### src/rtl/rjsc5_pkg.sv
// Shared types and widths for the rjsc5 writeback (retire) stage.
package rjsc5_pkg;

    localparam int unsigned REG_W  = 5;
    localparam int unsigned HALF_W = 16;
    localparam int unsigned WORD_W = 32;

    typedef struct packed {
        logic              wen;
        logic [REG_W-1:0]  rd;
        logic [WORD_W-1:0] data;
    } wb_entry_t;

    typedef enum logic [1:0] {
        WB_IDLE,
        WB_LO,
        WB_HI
    } wb_state_t;

endpackage

### src/rtl/rjsc5_wb_fifo.sv
// Result queue for writeback: circular buffer with a per-slot valid bit,
// exposing the head plus a per-slot (wen, rd) view for the pending mask.
module rjsc5_wb_fifo
    import rjsc5_pkg::*;
#(
    parameter int unsigned DEPTH = 2
) (
    input  logic                        clk,
    input  logic                        reset,
    input  logic                        push_i,
    input  wb_entry_t                   push_entry_i,
    input  logic                        pop_i,
    output wb_entry_t                   head_o,
    output logic                        full_o,
    output logic                        empty_o,
    output logic [DEPTH-1:0]            valid_o,
    output logic [DEPTH-1:0]            wen_o,
    output logic [DEPTH-1:0][REG_W-1:0] rd_o
);

    localparam int unsigned PTR_W = $clog2(DEPTH);

    wb_entry_t [DEPTH-1:0] mem_q;
    logic      [DEPTH-1:0] valid_q;
    logic      [PTR_W-1:0] wr_ptr_q;
    logic      [PTR_W-1:0] rd_ptr_q;

    // Callers never push when full nor pop when empty, so the two slots differ.
    always_ff @(posedge clk or posedge reset) begin
        if (reset) begin
            mem_q    <= '0;
            valid_q  <= '0;
            wr_ptr_q <= '0;
            rd_ptr_q <= '0;
        end else begin
            if (push_i) begin
                mem_q[wr_ptr_q]   <= push_entry_i;
                valid_q[wr_ptr_q] <= 1'b1;
                wr_ptr_q          <= wr_ptr_q + PTR_W'(1);
            end
            if (pop_i) begin
                valid_q[rd_ptr_q] <= 1'b0;
                rd_ptr_q          <= rd_ptr_q + PTR_W'(1);
            end
        end
    end

    // Power-of-two ring: the write slot is occupied only when every slot is.
    assign head_o  = mem_q[rd_ptr_q];
    assign full_o  = valid_q[wr_ptr_q];
    assign empty_o = !valid_q[rd_ptr_q];
    assign valid_o = valid_q;

    always_comb begin
        wen_o = '0;
        rd_o  = '0;
        for (int i = 0; i < int'(DEPTH); i++) begin
            wen_o[i] = valid_q[i] && mem_q[i].wen;
            rd_o[i]  = mem_q[i].rd;
        end
    end

endmodule

### src/rtl/rjsc5_writeback.sv
// rjsc5 retire stage: queues 32-bit results and writes each one to the
// half-width register file as a low-half then high-half strobe.
module rjsc5_writeback
    import rjsc5_pkg::*;
#(
    parameter int unsigned DEPTH = 2
) (
    input  logic              clk,
    input  logic              reset,
    input  logic              ex_valid,
    output logic              ex_ready,
    input  logic              ex_wen,
    input  logic [REG_W-1:0]  ex_rd,
    input  logic [WORD_W-1:0] ex_result,
    output logic              rw_clken,
    output logic              rw_half,
    output logic [REG_W-1:0]  rw_rd,
    output logic [HALF_W-1:0] rw_result,
    output logic              rw_retire,
    output logic [WORD_W-1:0] rw_pending
);

    wb_state_t                   state_q, state_d;
    wb_entry_t                   head;
    wb_entry_t                   push_entry;
    logic                        full;
    logic                        empty;
    logic                        push;
    logic                        pop;
    logic                        more_queued;
    logic [DEPTH-1:0]            valid;
    logic [DEPTH-1:0]            slot_wen;
    logic [DEPTH-1:0][REG_W-1:0] slot_rd;

    assign ex_ready = !full;
    assign push     = ex_valid && !full;

    // x0 is hardwired zero, so such results retire as skips.
    assign push_entry = '{wen: ex_wen && (ex_rd != '0), rd: ex_rd, data: ex_result};

    // Clears the lowest set bit: nonzero means an entry sits behind the head.
    assign more_queued = |(valid & (valid - DEPTH'(1)));

    rjsc5_wb_fifo #(
        .DEPTH (DEPTH)
    ) u_fifo (
        .clk          (clk),
        .reset        (reset),
        .push_i       (push),
        .push_entry_i (push_entry),
        .pop_i        (pop),
        .head_o       (head),
        .full_o       (full),
        .empty_o      (empty),
        .valid_o      (valid),
        .wen_o        (slot_wen),
        .rd_o         (slot_rd)
    );

    always_ff @(posedge clk or posedge reset) begin
        if (reset) begin
            state_q <= WB_IDLE;
        end else begin
            state_q <= state_d;
        end
    end

    always_comb begin
        state_d   = state_q;
        pop       = 1'b0;
        rw_clken  = 1'b0;
        rw_half   = 1'b0;
        rw_rd     = '0;
        rw_result = '0;
        rw_retire = 1'b0;
        unique case (state_q)
            WB_IDLE: begin
                if (push) begin
                    state_d = WB_LO;
                end
            end
            WB_LO: begin
                if (head.wen) begin
                    rw_clken  = 1'b1;
                    rw_rd     = head.rd;
                    rw_result = head.data[HALF_W-1:0];
                    state_d   = WB_HI;
                end else begin
                    rw_retire = 1'b1;
                    pop       = !empty;
                end
            end
            WB_HI: begin
                rw_clken  = 1'b1;
                rw_half   = 1'b1;
                rw_rd     = head.rd;
                rw_result = head.data[WORD_W-1:HALF_W];
                rw_retire = 1'b1;
                pop       = 1'b1;
            end
            default: state_d = WB_IDLE;
        endcase
        if (pop) begin
            state_d = (more_queued || push) ? WB_LO : WB_IDLE;
        end
    end

    always_comb begin
        rw_pending = '0;
        for (int i = 0; i < int'(DEPTH); i++) begin
            if (slot_wen[i]) begin
                rw_pending[slot_rd[i]] = 1'b1;
            end
        end
    end

endmodule

### config.mk
export PLATFORM = sky130hd
export DESIGN_NAME = rjsc5_writeback
export DESIGN_NICKNAME = d
export VERILOG_FILES = /design/src/rtl/rjsc5_pkg.sv /design/src/rtl/rjsc5_wb_fifo.sv /design/src/rtl/rjsc5_writeback.sv
export SDC_FILE = /design/constraint.sdc
export NUM_CORES = 1
export LEC_CHECK = 0
export CELL_PAD_IN_SITES_DETAIL_PLACEMENT = 2
export CELL_PAD_IN_SITES_GLOBAL_PLACEMENT = 2
export CORE_ASPECT_RATIO = 0.75
export CORE_MARGIN = 3
export CORE_UTILIZATION = 33
export DETAILED_ROUTE_END_ITERATION = 10
export PLACE_DENSITY = 0.77
export RECOVER_POWER = 25
export SYNTH_ARGS = -nofsm -noshare
export SYNTH_HDL_FRONTEND = slang
export SYNTH_SLANG_ARGS = --single-unit
### constraint.sdc
create_clock -name clk -period 3.2 [get_ports clk]
set_clock_uncertainty 0.2 [all_clocks]
set_input_delay 0.32 -clock clk [delete_from_list [all_inputs] [get_ports clk]]
set_output_delay 0.32 -clock clk [all_outputs]
set_load 0.005 [all_outputs]
==> metrics.cfg <==
[synthesis]
synth.lib_cells_used.distinct=37
leading_area_contributor_after_synthesis=sky130_fd_sc_hd__dfrtp_1
yosys-top-cells-count=88 x sky130_fd_sc_hd__mux2_2, 82 x sky130_fd_sc_hd__dfrtp_1, 33 x sky130_fd_sc_hd__o22ai_1
yosys_register_bits=82
synth_seq_area_share_pct=47.2
post_synth_instance_area_um2=4350
library_cell_with_the_highest_instance_count_after_synthesis=sky130_fd_sc_hd__mux2_2
synth_ff_type=sky130_fd_sc_hd__dfrtp_1
yosysWarningCount=0
yosysTopAreaCellShare_pct=47.2
netlist_instances=376
asr_flop_ratio_synth_pct=100
ys_top_cells_by_area=sky130_fd_sc_hd__dfrtp_1 47%, sky130_fd_sc_hd__mux2_2 23%, sky130_fd_sc_hd__mux2i_1 5.3%
avgSynthCellArea_um2=11.6
synth_enable_flop_cells=0
mappedNetlistNets=420

[global_routing]
gr-total-overflow=0
vias_in_the_first_global_route=3842
globalRouteTotalUtil_pct=19.5
wire_length_of_the_first_global_routing_pass_mm=22.3
antenna_found_initial=0
maximum_number_of_pins_on_one_net_before_global_route_repair=42

[cts]
clock_network_latency_to_the_later_pin_of_the_worst_skew_pair_ns=0.34
ctsHoldBuffers=0
cts.path.max_buffers=2
cts-root-buf=sky130_fd_sc_hd__clkbuf_16
numCtsBuffers=9
cts_tree=yes
clock_sinks=82
clock_tree.htree_level_count=3
clk_pin_slew_worst_paths_ns=0.06

[setup_path]
critical_path_cell_count=6
sequence_of_cells_on_the_critical_path=buf_4 -> mux2_2 -> nand2_1 -> o21ai_0 -> and2_1 -> clkdlybuf4s50_1
cp.arrival_ns=2.55
timing.reg2reg.setup_slack_ns=1.10
crit_family=buffers and inverters
regToRegStartpoint=u_fifo.rd_ptr_q$_DFFE_PP0P_
worst-r2r-cell-count=4
critPathMaxStageDelay_ns=0.53
worstPathBufferInverterCount=2
timing.setup.critical_path_class=register to primary output
timing.critical_path.to_type=primary output
crit_path_start=u_fifo.rd_ptr_q$_DFFE_PP0P_
critical_path_maximum_fanout=40
worstReg2RegEnd=state_q[0]$_DFFE_PP0P_
worst_path_max_delay_cell=sky130_fd_sc_hd__buf_4
required_ns=2.68
startpoint_type=register

[outcome]
outcome=complete, no violations

[place]
hpwlAfterDp_mm=9.77
port_buffers=97
post_dp_area_um2=5470
gpl.final_weighted_congestion=0.746
place_worst_setup_slack_ns=0.437

[flow_run]
cap_viol_max_count=0

[route]
detail_route.iter0.violations=102
avgViaCountPerCell=5.29
detail_route.first_pass.iterations=4
drc=0
ant_nets=0
totalWireLength_mm=13.7
vias=3376
drt-wirelength-per-cell_um=21.5

[floorplan]
io-pin-count=98
floorplan.core_area_um2=12600
dieWidth_um=139
placementRows=35
die_outline_area_um2=14600
initial_utilization_pct=34.6
floorplan.die.height_um=105

[sta]
postLayoutSetupSlackWorst_ns=0.132
max_clock_freq_mhz=326
maxSlewHeadroom_pct=28.9
final_max_slew_viol_count=0
finalWorstPathRequiredPeriod_ns=3.07
setup_viol_count_final=0
worst-slew-pin-transition_ns=1.07
layout_worst_path_cycle_share_pct=95.9
finalHoldViolCount=0
rsz0062_at_grt=no
fin_setup_tns_ns=0

[pwr]
vdd_drop_max_mv=0.340
share_seq_of_total_power_pct=38.1
power.share.clock_pct=19.0
power.combinational.fraction_pct=42.9
netSwitchingPower_mw=1.87
p_leak_nw=2.33
power_mw=5.15
p_sw_share_pct=36.3
pwr_density_cell_nw_per_um2=895
internal_power_mw=3.28

[layout]
finalCoreUtilization_pct=45.8
layout-drive-gt1-share_pct=26.9
fill_cell_total_of_the_finished_layout=1270
fin_area_um2=5750
area_growth_pct=32.3
diodes_inserted=0
num-nets-final=511

[hold_path]
hp-start=u_fifo.mem_q[68]$_DFFE_PP0P_
hold_depth=1
hp-class=register to register
min_to=u_fifo.mem_q[68]$_DFFE_PP0P_

metrics by stage:
stage          hold WS [ns]  instances
4_1_cts               0.264        638
6_report              0.303        638
3_5_place_dp          0.291        622
2_1_floorplan         0.255        376
3_3_place_gp          0.268        622
5_1_grt               0.314        638
cells by family (layout without fill, tap and decap cells):
kind of cell / after synthesis / count (layout) / synth area share [%]
buf+inv: 35 / 131 / 3.86
simple gates: 76 / 76 / 9.58
xor+xnor: 1 / 1 / 0.201
mux: 116 / 116 / 29.5
fa+ha+maj: 3 / 3 / 0.863
flops: 82 / 82 / 47.2
compound gates: 63 / 63 / 8.78
routing by layer:
metal	vias to the layer above	global-route usage [%]	share of wire, %
met4	0	4.44	0.90
li1	1542	-	-
met3	8	4.81	2.7
met5	-	0	0
met1	1778	24.3	44
met2	48	34.4	52
power by group through the flow:
stage	Sequential, mW	Clock [mW]	Combinational (mW)
global route	2.05	1.06	2.43
global placement	1.90	0	2.09
detailed placement	1.97	0	2.21
floorplan	1.74	0	1.65
finish	1.96	0.978	2.21
CTS	1.96	1.01	2.26
how the worst max path moves through the flow:
stage                                         to  slack, ns
after floorplan           state_q[0]$_DFFE_PP0P_       0.57
after global placement              rw_result[7]       0.56
after detailed placement            rw_result[2]       0.44
after CTS                           rw_result[2]       0.09
after global routing                rw_result[2]       0.01
final                               rw_result[2]       0.13
state kept, by name, summed over array words and instances, names as in the netlist:
signal / count
u_fifo.wr_ptr_q: 1
u_fifo.rd_ptr_q: 1
u_fifo.rd_o: 10
u_fifo.valid_o: 2
state_q: 2
u_fifo.mem_q: 66
cell type report:
class / count / area, um^2 / share of cell area [%]
Clock buffer: 10 / 239 / 4.16
Clock inverter: 6 / 42.5 / 0.740
Multi-Input combinational cell: 259 / 2140 / 37.1
Sequential cell: 82 / 2050 / 35.7
Inverter: 8 / 31.3 / 0.544
Tap cell: 166 / 208 / 3.61
Timing Repair Buffer: 107 / 1040 / 18.1
cell usage in the layout, fill, tap and decap left out, types with 3 or more instances in the layout:
master,n
sky130_fd_sc_hd__a21oi_1,4
sky130_fd_sc_hd__and2_1,17
sky130_fd_sc_hd__buf_4,8
sky130_fd_sc_hd__clkbuf_16,9
sky130_fd_sc_hd__clkdlybuf4s50_1,96
sky130_fd_sc_hd__dfrtp_1,81
sky130_fd_sc_hd__ha_1,3
sky130_fd_sc_hd__inv_1,6
sky130_fd_sc_hd__mux2_1,3
sky130_fd_sc_hd__mux2_2,88
sky130_fd_sc_hd__mux2i_1,23
sky130_fd_sc_hd__nand2_1,23
sky130_fd_sc_hd__nand3b_1,7
sky130_fd_sc_hd__nor2_1,10
sky130_fd_sc_hd__o21ai_0,19
sky130_fd_sc_hd__o22ai_1,33
sky130_fd_sc_hd__or3_1,4
sky130_fd_sc_hd__or3b_2,4
timing repair:
| item | in CTS | in global routing |
|---|---|---|
| endpoints found under the setup margin | 1 | 0 |
| resized for setup | 1 | 0 |
| setup buffers | 0 | 0 |
(Power assumes the default switching activity.)
==> edit 1: new RTL, config.mk and constraints unchanged <==
Set the package constant `REG_W` to 6 (it was 5).
--- a/src/rtl/rjsc5_pkg.sv
+++ b/src/rtl/rjsc5_pkg.sv
@@ -3,3 +3,3 @@
 
-    localparam int unsigned REG_W  = 5;
+    localparam int unsigned REG_W  = 6;
     localparam int unsigned HALF_W = 16;
Interface: changed (resized ex_rd and rw_rd); port bits go from 98 to 100. The function was not compared with the original's and may differ.
==> edit 1 against the unedited design <==
The run now ends with capacitance limit, slew limit left. Final area grew 3.0%. Sequential cell count grew 2. Critical path depth shrank 1. Synthesized area grew 2.0%. Setup slack gained 4.7 ps. Power grew 3.9%. Clock power grew 11%. Via count grew 2.6%. Register-to-register slack lost 150 ps. Synthesized cell count grew 2.4%. Wire length grew 5.4%.
==> edit 1: results (changes against the unedited design) <==
- The flow ran to the end, but the final reports show violations.
- The checks that failed: capacitance limit, slew limit.
- The detailed-routing iteration count for the pre-antenna-repair pass was 4 (unchanged).
- The max-cap violation count is 1 (+1).
- The reported leakage power came to 2.41 nW (+3.7%).
- The total of cells resized after clock tree synthesis is 0 (-1).
- The largest fanout on the critical path is 16 (-60%).
- The fraction of synthesized cell area in xor and xnor cells is 0.00198 (-0.0000387).
- In the synthesized netlist, the cells that appear most often are sky130_fd_sc_hd__mux2_2 (92), sky130_fd_sc_hd__dfrtp_1 (84), sky130_fd_sc_hd__o22ai_1 (33).
- The delay of the slowest cell on the worst path is 600 ps (+70 ps).
- The maximum clock rate came to 326 MHz (+0.15%).
- The net total in the final layout is 523 (+2.3%).
- Following the worst setup path forward leads to its endpoint at rw_result[12].
- The met2 global-route usage is 0.326 (-0.0177).
- The adder-cell area share of the yosys netlist came to 0.00847 (-0.000166).
- Ranked by total cell area, the synthesized netlist is headed by sky130_fd_sc_hd__dfrtp_1 (47%), sky130_fd_sc_hd__mux2_2 (23%), sky130_fd_sc_hd__mux2i_1 (5.6%).
- The total nets after synthesis is 430 (+2.4%).
- The pin count of the biggest net entering global routing is 52 (+24%).
- The peak supply drop came to 0.316 mV (-7.3%).
- The multiplexer area fraction after synthesis came to 0.296 (+0.000825).
- Ranked by flip-flop count, first place goes to u_fifo.mem_q.
- The violation count after the first detailed-route iteration is 108 (+5.9%).
- The fraction of layout cells with a size suffix above 1 is 0.257 (-0.0123).
- The worst endpoint data arrival time is 2540 ps (about the same).
- The compound-cell area share of the yosys netlist is 0.0852 (-0.00253).
- The share of total power in the clock network is 0.204 (+0.014).
- The fraction of power consumed by combinational cells came to 0.419 (-0.010).
- The internal power contribution is 3.42 mW (+4.3%).
- The sink of the worst hold path is u_fifo.mem_q[28]$_DFFE_PP0P_.
- The worst hold margin is 283 ps (-20.6 ps).
- The tightest slew margin relative to the limit was -0.340 (-0.628).
- The vias after detailed routing is 3,463 (+2.6%).
- The via count of the first global-routing pass is 3,955 (+2.9%).
- The met1 routing resource usage after global routing was 0.284 (+0.0412).
- The clock latency of the later-clocked register in the worst-skew pair is 340 ps (about the same).
- The total of fill cells in the finished design is 1,354 (+6.6%).
- The reg2reg setup slack is 950 ps (-150 ps).
- The launch point of the worst reg-to-reg path is u_fifo.wr_ptr_q$_DFFE_PP0N_.
- The worst slack at placement is 507 ps (+69.6 ps).
- The sequential-to-total area share from yosys stat is 0.474 (+0.00223).
- The detailed-route wire length per cell is 22.1 um (+2.8%).
- The max-slew violation count is 52 (+52).
- The total half-perimeter wirelength after legalization and detailed placement is 10.1 mm (+3.7%).
- The synthesized area is 0.00443 mm^2 (+2.0%).
- The startpoint identified for the worst hold timing path is u_fifo.mem_q[28]$_DFFE_PP0P_.
- The number of buffer cells added on primary ports is 99 (+2.1%).
- The total power per unit cell area is 903 mW/mm^2 (+0.88%).
- The final weighted congestion of routability-driven global placement was 0.770 (+3.2%).
- The combined global-route utilization of all metal layers is 0.202 (+0.00736).
==> edit 1: per-stage QoR <==
step | instance area, um^2 | instances
2_1_floorplan | 4430 | 385
3_3_place_gp | 5610 | 638
3_5_place_dp | 5610 | 638
4_1_cts | 5930 | 654
5_1_grt | 5920 | 654
6_report | 5920 | 654
==> edit 1: worst max-delay path: cells and delay by family, from the launching register on <==
family	cells	cell delay, ps
buffers and inverters	1	450
AO/OA/AOI/OAI	1	210
flip-flops	1	390
multiplexers	1	350
AND/OR/NAND/NOR	2	790
==> edit 1: area by class of cell <==
type | count | area share
clock buffer | 11 | 0.0427
clock inverter | 5 | 0.0101
inverter | 9 | 0.00570
multi-input combinational | 266 | 0.368
sequential | 84 | 0.355
tap | 171 | 0.0361
timing repair buffer | 108 | 0.182
==> edit 1: routing by layer <==
layer,wire [um],up-vias
met4,174,0
met5,0,-
met1,7000,1802
li1,-,1582
met3,469,10
met2,6820,69
==> edit 2: new RTL, same settings <==
Without the edit above. Re-encode `wb_state_t` (3 states) as one-hot, 3 bits wide.
--- a/src/rtl/rjsc5_pkg.sv
+++ b/src/rtl/rjsc5_pkg.sv
@@ -13,6 +13,6 @@
 
-    typedef enum logic [1:0] {
-        WB_IDLE,
-        WB_LO,
-        WB_HI
+    typedef enum logic [2:0] {
+        WB_IDLE = 3'b001,
+        WB_LO   = 3'b010,
+        WB_HI   = 3'b100
     } wb_state_t;
Formal check against the unedited RTL: no difference found for any inputs over 4 cycles, from zero or initial values and one cycle with reset high; so few cycles prove little.
==> edit 2 against the unedited design <==
The run now ends with capacitance limit, slew limit left. Sequential cell count grew 1. Synthesized cell count shrank 6.9%. Count of clock-buffer cells in the layout is the same. Global-route usage shrank 0.63 points. Synthesized area shrank 1.6%. Wire length shrank 4.2%. Power shrank 8.2%. Critical path depth shrank 3. Setup slack gained 60 ps. Combinational power shrank 24%. Final area shrank 1.2%. Highest routed layer unchanged.
==> edit 2: results (changes against the unedited design) <==
- The total placed cells including tap cells is 593 (-4.7%).
- The area of the multi-input gates is 0.00204 mm^2 (-4.7%).
- The via density per instance was 5.44 (+2.9%).
- The share of final layout cell area taken by non-clock buffers is 0.181 (about the same).
- The checks that failed: capacitance limit, slew limit.
- The path with the worst hold slack has its endpoint at u_fifo.mem_q[24]$_DFFE_PP0P_.
- The sequential-to-total area share from yosys stat is 0.486 (+0.0139).
- The largest fanout on the critical path is 18 (-55%).
- The placed instance area is 0.00538 mm^2 (-1.7%).
- The routed wire length is 13.1 mm (-4.2%).
- The clock network area share is 0.0533 (+0.00436).
- The critical path starts at state_q[0]$_DFFE_PP1P_.
- The fraction of layout cells with a size suffix above 1 came to 0.217 (-0.0524).
- The internal power contribution is 3.07 mW (-6.3%).
- The max-slew violation count is 38 (+38).
- The delay of the slowest cell on the worst path is 800 ps (+270 ps).
- The slowest stage of the critical path belongs to the cell sky130_fd_sc_hd__or3b_1.
- The capturing point of the worst reg2reg path is u_fifo.rd_ptr_q$_DFFE_PP0P_.
- The run finished, with violations left.
- The reported sequential group power came to 2.01 mW (+3%).
- Sorting the synthesized cells by area gives the leading types as sky130_fd_sc_hd__dfrtp_1 (48%), sky130_fd_sc_hd__mux2_2 (15%), sky130_fd_sc_hd__mux2i_1 (9.6%).
- The worst-margin pin slew is 1810 ps (+742 ps).
- The adder-cell area share of the yosys netlist came to 0 (-0.00863).
- The number of distinct library cells after synthesis is 38 (+2.7%).
- The share of the final layout cell area in sequential cells is 0.366 (+0.00911).
- The total nets after synthesis is 391 (-6.9%).
- The worst endpoint data arrival time came to 2490 ps (-60 ps).
- The worst hold margin is 286 ps (-17.2 ps).
- The final worst-path setup slack is 192 ps (+60.3 ps).
- The max-cap violation count is 1 (+1).
- The first-pass GRT wire length came to 21.1 mm (-5.1%).
- The via count of the first global-routing pass is 3,686 (-4.1%).
- The net total in the final layout came to 479 (-6.3%).
- The compound-cell area share of the yosys netlist is 0.106 (+0.0184).
- In this run the most critical hold path is launched from u_fifo.mem_q[24]$_DFFE_PP0P_.
- The layout sequential cell count is 83 (+1.2%).
- The width of the chip is 137 um (-0.77%).
- The fraction of power consumed by sequential logic is 0.426 (+0.045).
- The vias after detailed routing was 3,316 (-1.8%).
edit 2: changes by cell type after synthesis, moves of 5 or more:
cell | before | now
sky130_fd_sc_hd__mux2_2 | 88 | 57
sky130_fd_sc_hd__mux2i_1 | 23 | 41
sky130_fd_sc_hd__o21ai_0 | 19 | 1
sky130_fd_sc_hd__and2_1 | 17 | 0
sky130_fd_sc_hd__mux2_1 | 3 | 17
sky130_fd_sc_hd__nand2_1 | 23 | 11
sky130_fd_sc_hd__o22ai_2 | 0 | 9
sky130_fd_sc_hd__o22ai_1 | 33 | 39
sky130_fd_sc_hd__nor2_1 | 10 | 15
edit 2: layer usage:
layer  routed length (um)  GRT usage  vias to the layer above
met5                    0          0                        -
met4                  143     0.0406                        0
met3                  399     0.0303                       12
met2                 6630      0.314                       61
met1                 5970      0.259                     1765
li1                     -          -                     1478
